--- config.mk ---
export PLATFORM = sky130hd
export DESIGN_NAME = frac_lut6_cfg_loader_flat
export DESIGN_NICKNAME = d
export VERILOG_FILES = /design/src/rtl/frac_lut6_cfg_loader_pkg.sv /design/src/rtl/frac_lut6_cfg_loader_if.sv /design/src/rtl/frac_lut6_cfg_loader_shadow.sv /design/src/rtl/frac_lut6_cfg_loader.sv /design/src/flat_wrapper.sv
export SDC_FILE = /design/constraint.sdc
export NUM_CORES = 1
export LEC_CHECK = 0
export CORE_MARGIN = 2
export CORE_UTILIZATION = 31
export DETAILED_ROUTE_END_ITERATION = 12
export GPL_TIMING_DRIVEN = 0
export MAX_ROUTING_LAYER = met4
export PLACE_DENSITY = 0.52
export SETUP_SLACK_MARGIN = 0.15
export SYNTH_ARGS = -nofsm -noshare
export SYNTH_HDL_FRONTEND = slang
export SYNTH_SLANG_ARGS = --single-unit
--- constraint.sdc ---
create_clock -name prog_clk -period 5 [get_ports prog_clk]
set_clock_uncertainty 0.1 [all_clocks]
set_input_delay 0.5 -clock prog_clk [delete_from_list [all_inputs] [get_ports prog_clk]]
set_output_delay 0.5 -clock prog_clk [all_outputs]
set_load 0.03 [all_outputs]
--- src/rtl/frac_lut6_cfg_loader_pkg.sv ---
// Shared constants and types for the fracturable LUT6 configuration loader.
// Frame layout: bits 0..63 form the truth table, bit 64 is mode[0] and
// bit 65 is mode[1].
package frac_lut_cfg_pkg;

   localparam int SRAM_BITS  = 64;
   localparam int MODE_BITS  = 2;
   localparam int FRAME_BITS = SRAM_BITS + MODE_BITS;
   localparam int IDX_W      = 7;
   localparam int MODE0_IDX  = 64;
   localparam int MODE1_IDX  = 65;

   typedef enum logic [2:0] {
      ST_IDLE,
      ST_SHIFT,
      ST_COMMIT,
      ST_READ,
      ST_ERR
   } cfg_state_t;

endpackage

--- src/rtl/frac_lut6_cfg_loader_if.sv ---
// Programming-chain interface of the LUT6 configuration loader.
// master: programming chain (drives frame bits and requests).
// slave : loader (drives ready/done/err and the readback stream).
interface frac_lut6_cfg_loader_if;

   logic cfg_start;
   logic cfg_valid;
   logic cfg_bit;
   logic cfg_last;
   logic cfg_ready;
   logic cfg_done;
   logic cfg_err;
   logic rb_req;
   logic rb_valid;
   logic rb_bit;

   modport master (
      output cfg_start, cfg_valid, cfg_bit, cfg_last, rb_req,
      input  cfg_ready, cfg_done, cfg_err, rb_valid, rb_bit
   );

   modport slave (
      input  cfg_start, cfg_valid, cfg_bit, cfg_last, rb_req,
      output cfg_ready, cfg_done, cfg_err, rb_valid, rb_bit
   );

endinterface

--- src/rtl/frac_lut6_cfg_loader_shadow.sv ---
// cfg_frame_shadow: shadow register for an in-flight frame plus the
// committed frame copy.
// Ports: prog_clk/prog_rst_n clock and async active-low reset; wr_en/wr_idx/
// wr_bit indexed shadow write; commit copies the shadow (including a bit
// written in the same cycle) into frame_q, the committed configuration.
module cfg_frame_shadow
   import frac_lut_cfg_pkg::*;
(
   input  logic                  prog_clk,
   input  logic                  prog_rst_n,
   input  logic                  wr_en,
   input  logic [IDX_W-1:0]      wr_idx,
   input  logic                  wr_bit,
   input  logic                  commit,
   output logic [FRAME_BITS-1:0] frame_q
);

   logic [FRAME_BITS-1:0] shadow_q;
   logic [FRAME_BITS-1:0] shadow_d;

   always_comb begin
      shadow_d = shadow_q;
      if (wr_en) shadow_d[wr_idx] = wr_bit;
   end

   // The commit copy takes shadow_d so the final frame bit, accepted on the
   // same edge, lands in the committed frame without an extra cycle.
   always_ff @(posedge prog_clk or negedge prog_rst_n) begin
      if (!prog_rst_n) begin
         shadow_q <= '0;
         frame_q  <= '0;
      end else begin
         shadow_q <= shadow_d;
         if (commit) frame_q <= shadow_d;
      end
   end

endmodule

--- src/rtl/frac_lut6_cfg_loader.sv ---
// frac_lut6_cfg_loader: bit-serial configuration writer and readback for one
// fracturable LUT6.
// Ports: prog_clk, prog_rst_n (async active-low); cfg (slave modport of
// frac_lut6_cfg_loader_if) carrying the frame handshake and readback stream;
// sram/sram_inv and mode/mode_inv driving the LUT configuration inputs.
//
// state     | meaning
// ST_IDLE   | waiting for cfg_start or rb_req
// ST_SHIFT  | accepting frame bits into the shadow, idx = next bit
// ST_COMMIT | one-cycle commit, cfg_done high
// ST_READ   | streaming committed bit idx on rb_bit
// ST_ERR    | framing error, cfg_err held until cfg_start
module frac_lut6_cfg_loader
   import frac_lut_cfg_pkg::*;
(
   input  logic                   prog_clk,
   input  logic                   prog_rst_n,
   frac_lut6_cfg_loader_if.slave  cfg,
   output logic [SRAM_BITS-1:0]   sram,
   output logic [SRAM_BITS-1:0]   sram_inv,
   output logic [MODE_BITS-1:0]   mode,
   output logic [MODE_BITS-1:0]   mode_inv
);

   localparam logic [IDX_W-1:0] LAST_IDX = IDX_W'(MODE1_IDX);

   cfg_state_t            state_q, state_d;
   logic [IDX_W-1:0]      idx_q, idx_d;
   logic                  accept;
   logic                  commit;
   logic [FRAME_BITS-1:0] frame_q;

   // cfg_ready is registered as "state is SHIFT", so it equals that here.
   assign accept = (state_q == ST_SHIFT) && cfg.cfg_valid && !cfg.cfg_start;
   assign commit = accept && cfg.cfg_last && (idx_q == LAST_IDX);

   always_comb begin
      state_d = state_q;
      idx_d   = idx_q;
      unique case (state_q)
         ST_IDLE: begin
            if (cfg.cfg_start) begin
               state_d = ST_SHIFT;
               idx_d   = '0;
            end else if (cfg.rb_req) begin
               state_d = ST_READ;
               idx_d   = '0;
            end
         end
         ST_SHIFT: begin
            if (cfg.cfg_start) begin
               idx_d = '0;
            end else if (cfg.cfg_valid) begin
               if (cfg.cfg_last) begin
                  state_d = (idx_q == LAST_IDX) ? ST_COMMIT : ST_ERR;
                  idx_d   = '0;
               end else if (idx_q == LAST_IDX) begin
                  state_d = ST_ERR;
                  idx_d   = '0;
               end else begin
                  idx_d = idx_q + 7'd1;
               end
            end
         end
         ST_COMMIT: begin
            state_d = ST_IDLE;
         end
         ST_READ: begin
            if (cfg.cfg_start) begin
               state_d = ST_SHIFT;
               idx_d   = '0;
            end else if (idx_q == LAST_IDX) begin
               state_d = ST_IDLE;
               idx_d   = '0;
            end else begin
               idx_d = idx_q + 7'd1;
            end
         end
         ST_ERR: begin
            if (cfg.cfg_start) begin
               state_d = ST_SHIFT;
               idx_d   = '0;
            end
         end
         default: begin
            state_d = ST_IDLE;
            idx_d   = '0;
         end
      endcase
   end

   // Outputs are registered from the next state so they line up with the
   // state they describe.
   always_ff @(posedge prog_clk or negedge prog_rst_n) begin
      if (!prog_rst_n) begin
         state_q       <= ST_IDLE;
         idx_q         <= '0;
         cfg.cfg_ready <= 1'b0;
         cfg.cfg_done  <= 1'b0;
         cfg.cfg_err   <= 1'b0;
         cfg.rb_valid  <= 1'b0;
         cfg.rb_bit    <= 1'b0;
      end else begin
         state_q       <= state_d;
         idx_q         <= idx_d;
         cfg.cfg_ready <= (state_d == ST_SHIFT);
         cfg.cfg_done  <= (state_d == ST_COMMIT);
         cfg.rb_valid  <= (state_d == ST_READ);
         cfg.rb_bit    <= (state_d == ST_READ) ? frame_q[idx_d] : 1'b0;
         if (cfg.cfg_start)         cfg.cfg_err <= 1'b0;
         else if (state_d == ST_ERR) cfg.cfg_err <= 1'b1;
      end
   end

   cfg_frame_shadow u_shadow (
      .prog_clk   (prog_clk),
      .prog_rst_n (prog_rst_n),
      .wr_en      (accept),
      .wr_idx     (idx_q),
      .wr_bit     (cfg.cfg_bit),
      .commit     (commit),
      .frame_q    (frame_q)
   );

   assign sram     = frame_q[SRAM_BITS-1:0];
   assign mode     = frame_q[MODE1_IDX:MODE0_IDX];
   assign sram_inv = ~sram;
   assign mode_inv = ~mode;

endmodule

--- src/flat_wrapper.sv ---
// flat-port wrapper written by rule: the top's interface ports become plain ports
module frac_lut6_cfg_loader_flat import frac_lut_cfg_pkg::*;
  (prog_clk, prog_rst_n, sram, sram_inv, mode, mode_inv, cfg_cfg_start, cfg_cfg_valid, cfg_cfg_bit, cfg_cfg_last, cfg_rb_req, cfg_cfg_ready, cfg_cfg_done, cfg_cfg_err, cfg_rb_valid, cfg_rb_bit);
  frac_lut6_cfg_loader_if cfg_i ();
  input  logic prog_clk;
  input  logic prog_rst_n;
  output logic [SRAM_BITS-1:0] sram;
  output logic [SRAM_BITS-1:0] sram_inv;
  output logic [MODE_BITS-1:0] mode;
  output logic [MODE_BITS-1:0] mode_inv;
  input wire logic [$bits(cfg_i.cfg_start)-1:0] cfg_cfg_start;
  input wire logic [$bits(cfg_i.cfg_valid)-1:0] cfg_cfg_valid;
  input wire logic [$bits(cfg_i.cfg_bit)-1:0] cfg_cfg_bit;
  input wire logic [$bits(cfg_i.cfg_last)-1:0] cfg_cfg_last;
  input wire logic [$bits(cfg_i.rb_req)-1:0] cfg_rb_req;
  output wire logic [$bits(cfg_i.cfg_ready)-1:0] cfg_cfg_ready;
  output wire logic [$bits(cfg_i.cfg_done)-1:0] cfg_cfg_done;
  output wire logic [$bits(cfg_i.cfg_err)-1:0] cfg_cfg_err;
  output wire logic [$bits(cfg_i.rb_valid)-1:0] cfg_rb_valid;
  output wire logic [$bits(cfg_i.rb_bit)-1:0] cfg_rb_bit;
  assign cfg_i.cfg_start = cfg_cfg_start;
  assign cfg_i.cfg_valid = cfg_cfg_valid;
  assign cfg_i.cfg_bit = cfg_cfg_bit;
  assign cfg_i.cfg_last = cfg_cfg_last;
  assign cfg_i.rb_req = cfg_rb_req;
  assign cfg_cfg_ready = cfg_i.cfg_ready;
  assign cfg_cfg_done = cfg_i.cfg_done;
  assign cfg_cfg_err = cfg_i.cfg_err;
  assign cfg_rb_valid = cfg_i.rb_valid;
  assign cfg_rb_bit = cfg_i.rb_bit;
  frac_lut6_cfg_loader u_core (.prog_clk(prog_clk), .prog_rst_n(prog_rst_n), .cfg(cfg_i), .sram(sram), .sram_inv(sram_inv), .mode(mode), .mode_inv(mode_inv));
endmodule
==> flow_metrics.tcl <==
set metrics [dict create \
    run_status "completed" \
    critical_path.startpoint_type "register" \
    crit_chain "clkbuf_1 > inv_2 > ha_1 > a311o_2 > nor4b_2 > a221oi_4 > inv_4 > mux2i_1 > nand2_1 > a211oi_1 > a41oi_1 > a22oi_1" \
    netlist.area_leader.share_pct 52.5 \
    drt_first_iter_violations 333 \
    place.detailed.hpwl_um 16600 \
    place_area_sq_um 8810 \
    hold_class "input pin to register" \
    yosysTopAreaCell "dfrtp_1" \
    pwr_density_cell_nw_per_um2 307 \
    ys_ff_latch 147 \
    cts-buffers-inserted 17 \
    drt-wirelength-per-cell_um 19.6 \
    num-nets-final 890 \
    worst_hold_slack_ns 0.266 \
    cts_buffer_depth 2 \
    timing.final.setup_violations 0 \
    cts_tree "yes" \
    ios 144 \
    num_vias 5746 \
    cts-root-buf "clkbuf_16" \
    synth_enable_flop_cells 0 \
    htreeDepth 4 \
    max_clock_freq_mhz 266 \
    grt_antenna_before_repair 0 \
    place.port_buffers 141 \
    synthDistinctLibCells 56 \
    worst_path_largest_cell_delay_ns 0.43 \
    yosys-top-cells-area "dfrtp_1, mux2_2, nand2_1" \
    post-synth-top-count-cell "dfrtp_1" \
    rsz0062_at_grt "no" \
    syn_area_sq_um 7010 \
    die_area_sq_um 23800 \
    synth_flop_cell "dfrtp_1" \
    postCtsSetupBuffers 0 \
    end_kind "register" \
    postCtsResizedCells 0 \
    drt_first_pass_iters 5 \
    cellLeakagePower_nw 4.35 \
    async_flop_share_pct 100 \
    ys.warnings.count 0 \
    final_period_minus_worst_setup_slack_ns 3.76 \
    floorplan.initialDensity_pct 31.3 \
    share_of_post_route_cells_with_drive_strength_above_1_pct 13.3 \
    vias_in_the_first_global_route 5938 \
    crit_arrival_ns 3.95 \
    maxSlewHeadroom_pct 38.5 \
    cts_sinks 147 \
    clkSlewWorstSetupHoldPaths_ns 0.06 \
    synth.top_cells.by_count "dfrtp_1, nand2_1, inv_1" \
    areaGrowthSynthToFinish_pct 34.4 \
    fin_crit_sh_pct 75.2 \
    ff_latch_area_sq_um 3680 \
    worst_ir_drop_vdd_uv 122 \
    worstPathRequired_ns 5.19 \
    design_area_sq_um 9420 \
    yosysSeqAreaShare_pct 52.5 \
    total_nets_after_synthesis 728 \
    synth.avg_cell_area_sq_um 9.75 \
    max_cap_violations 0 \
    core.rowCount 55 \
    hold_viol_final 0 \
    die_w_um 154 \
    post_drt_via_cell_ratio 4.87 \
    global_route.overflow_total 0 \
    drv_slew 0 \
    timing.critical_path.slowest_stage_cell "a311o_2" \
    layout.filler_cells 2277 \
    worstMarginPinSlew_ns 0.915 \
    critPathKind "register to register" \
    final_routed_wirelength_um 23100 \
    postRouteAntennaNets 0 \
    place.gp.congestion 0.905 \
    global_route_wire_length_before_repair_um 35600 \
    die_height_um 154 \
    combined_area_of_the_multi_input_logic_cells_sq_um 2850 \
    drt_drc_violations_left 0 \
    cts_hold_repair.buffers 1 \
    worst-path-max-fanout 10 \
    clkLatencyLatePin_ns 0.44 \
    synth_cells 719 \
    core_box_area_sq_um 22400 \
    grt_max_degree 94 \
    track_usage_pct 20.5 \
    antenna_cells_inserted 0 \
]
path summary, 6_finish.rpt:
kind,cells past startpoint,endpoint,start,slack [ns]
hold / removal,2,u_core.cfg.cfg_err$_DFFE_PN0P_,cfg_cfg_start,0.27
setup / recovery,12,u_core.cfg.rb_bit$_DFF_PN0_,u_core.idx_q[1]$_DFF_PN0_,1.24
setup reg to reg,12,u_core.cfg.rb_bit$_DFF_PN0_,u_core.idx_q[1]$_DFF_PN0_,1.24
hold reg to reg,1,u_core.u_shadow.shadow_q[63]$_DFF_PN0_,u_core.u_shadow.shadow_q[63]$_DFF_PN0_,0.40
min in group asynchronous,2,u_core.u_shadow.frame_q[35]$_DFFE_PN0P_,prog_rst_n,0.51
max in group asynchronous,3,u_core.u_shadow.shadow_q[44]$_DFF_PN0_,prog_rst_n,3.45
metal layers:
layer  up-vias  share of wire, %  wire [um]  GRT usage (%)
met2       150                45      10400           30.2
met3        35               3.8        868           3.70
met5         -                 0          0              -
met1      2826                49      11300           28.7
li1       2735                 -          -              -
met4         0               2.1        477           6.61
cells in the final DEF, fill, tap and decap left out, drive strengths merged, types with 2 or more instances in the layout:
| cell type | instances |
|---|---|
| nor3 | 14 |
| nand3b | 3 |
| dfrtp | 147 |
| a211oi | 6 |
| bufinv | 2 |
| nand3 | 13 |
| a2111oi | 2 |
| and2 | 3 |
| clkdlybuf4s50 | 140 |
| nand2b | 3 |
| a21oi | 9 |
| nand4 | 3 |
| buf | 12 |
| o2111ai | 2 |
| mux2 | 66 |
| ha | 2 |
| and3b | 2 |
| nor4 | 8 |
| nor2b | 2 |
| o22ai | 3 |
| or3 | 5 |
| o41ai | 2 |
| nand2 | 114 |
| nor2 | 58 |
| o21bai | 5 |
| a221oi | 2 |
| clkinv | 5 |
| a22oi | 5 |
| nor4b | 2 |
| and3 | 8 |
| a31oi | 2 |
| inv | 83 |
| mux2i | 26 |
| clkbuf | 51 |
| o21ai | 70 |
where the power goes:
group	internal (W)	leakage (nW)	total [W]	switching [W]
combinational	0.0000995	2.35	0.000327	0.000227
clock	0.000765	0.299	0.00133	0.000561
sequential	0.00122	1.70	0.00124	0.0000203
total	0.00208	4.35	0.00289	0.000808
registers in the layout (all words and copies together), names as in the netlist:
register / count
u_core.cfg.cfg_ready: 1
u_core.u_shadow.shadow_q: 66
u_core.u_shadow.frame_q: 66
u_core.cfg.cfg_done: 1
u_core.cfg.rb_bit: 1
u_core.cfg.rb_valid: 1
u_core.cfg.cfg_err: 1
u_core.idx_q: 7
u_core.state_q: 3
cells by family (layout without fill, tap and decap cells):
group / after synthesis / count (layout) / share of synthesized area, %
simple gates: 241 / 241 / 15.5
flops: 147 / 147 / 52.5
buf+inv: 120 / 295 / 6.92
compound gates: 116 / 116 / 10.3
mux: 92 / 92 / 14.3
fa+ha+maj: 2 / 2 / 0.357
xor+xnor: 1 / 1 / 0.125
critical path: cells and delay by family, from the launching register on:
| kind | cells | cell delay (ns) |
|---|---|---|
| fa+ha+maj | 1 | 0.24 |
| buf+inv | 3 | 0.77 |
| simple gates | 2 | 0.46 |
| mux | 1 | 0.32 |
| compound gates | 5 | 1.37 |
| flops | 1 | 0.36 |
per-stage QoR:
stage	total power, W	instances	setup WS [ns]	TNS, ns	utilization, %
global route	0.00300	1179	1.01	0	42.0
floorplan	0.00145	719	2.11	0	-
finish	0.00289	1179	1.24	0	42.0
CTS	0.00291	1179	1.28	0	42.0
global placement	0.00158	1145	-2.96	-432.61	39.1
detailed placement	0.00158	1146	0.997	0	39.3
cell type report:
class / instances / area share, %
inverter: 77 / 3.09
clock buffer: 18 / 4.66
multi-input combinational: 452 / 30.2
timing repair buffer: 143 / 15.4
sequential: 147 / 39.0
buffer: 43 / 2.06
clock inverter: 14 / 1.77
tap: 285 / 3.78
Note: power is estimated with default switching activity, not from simulation.
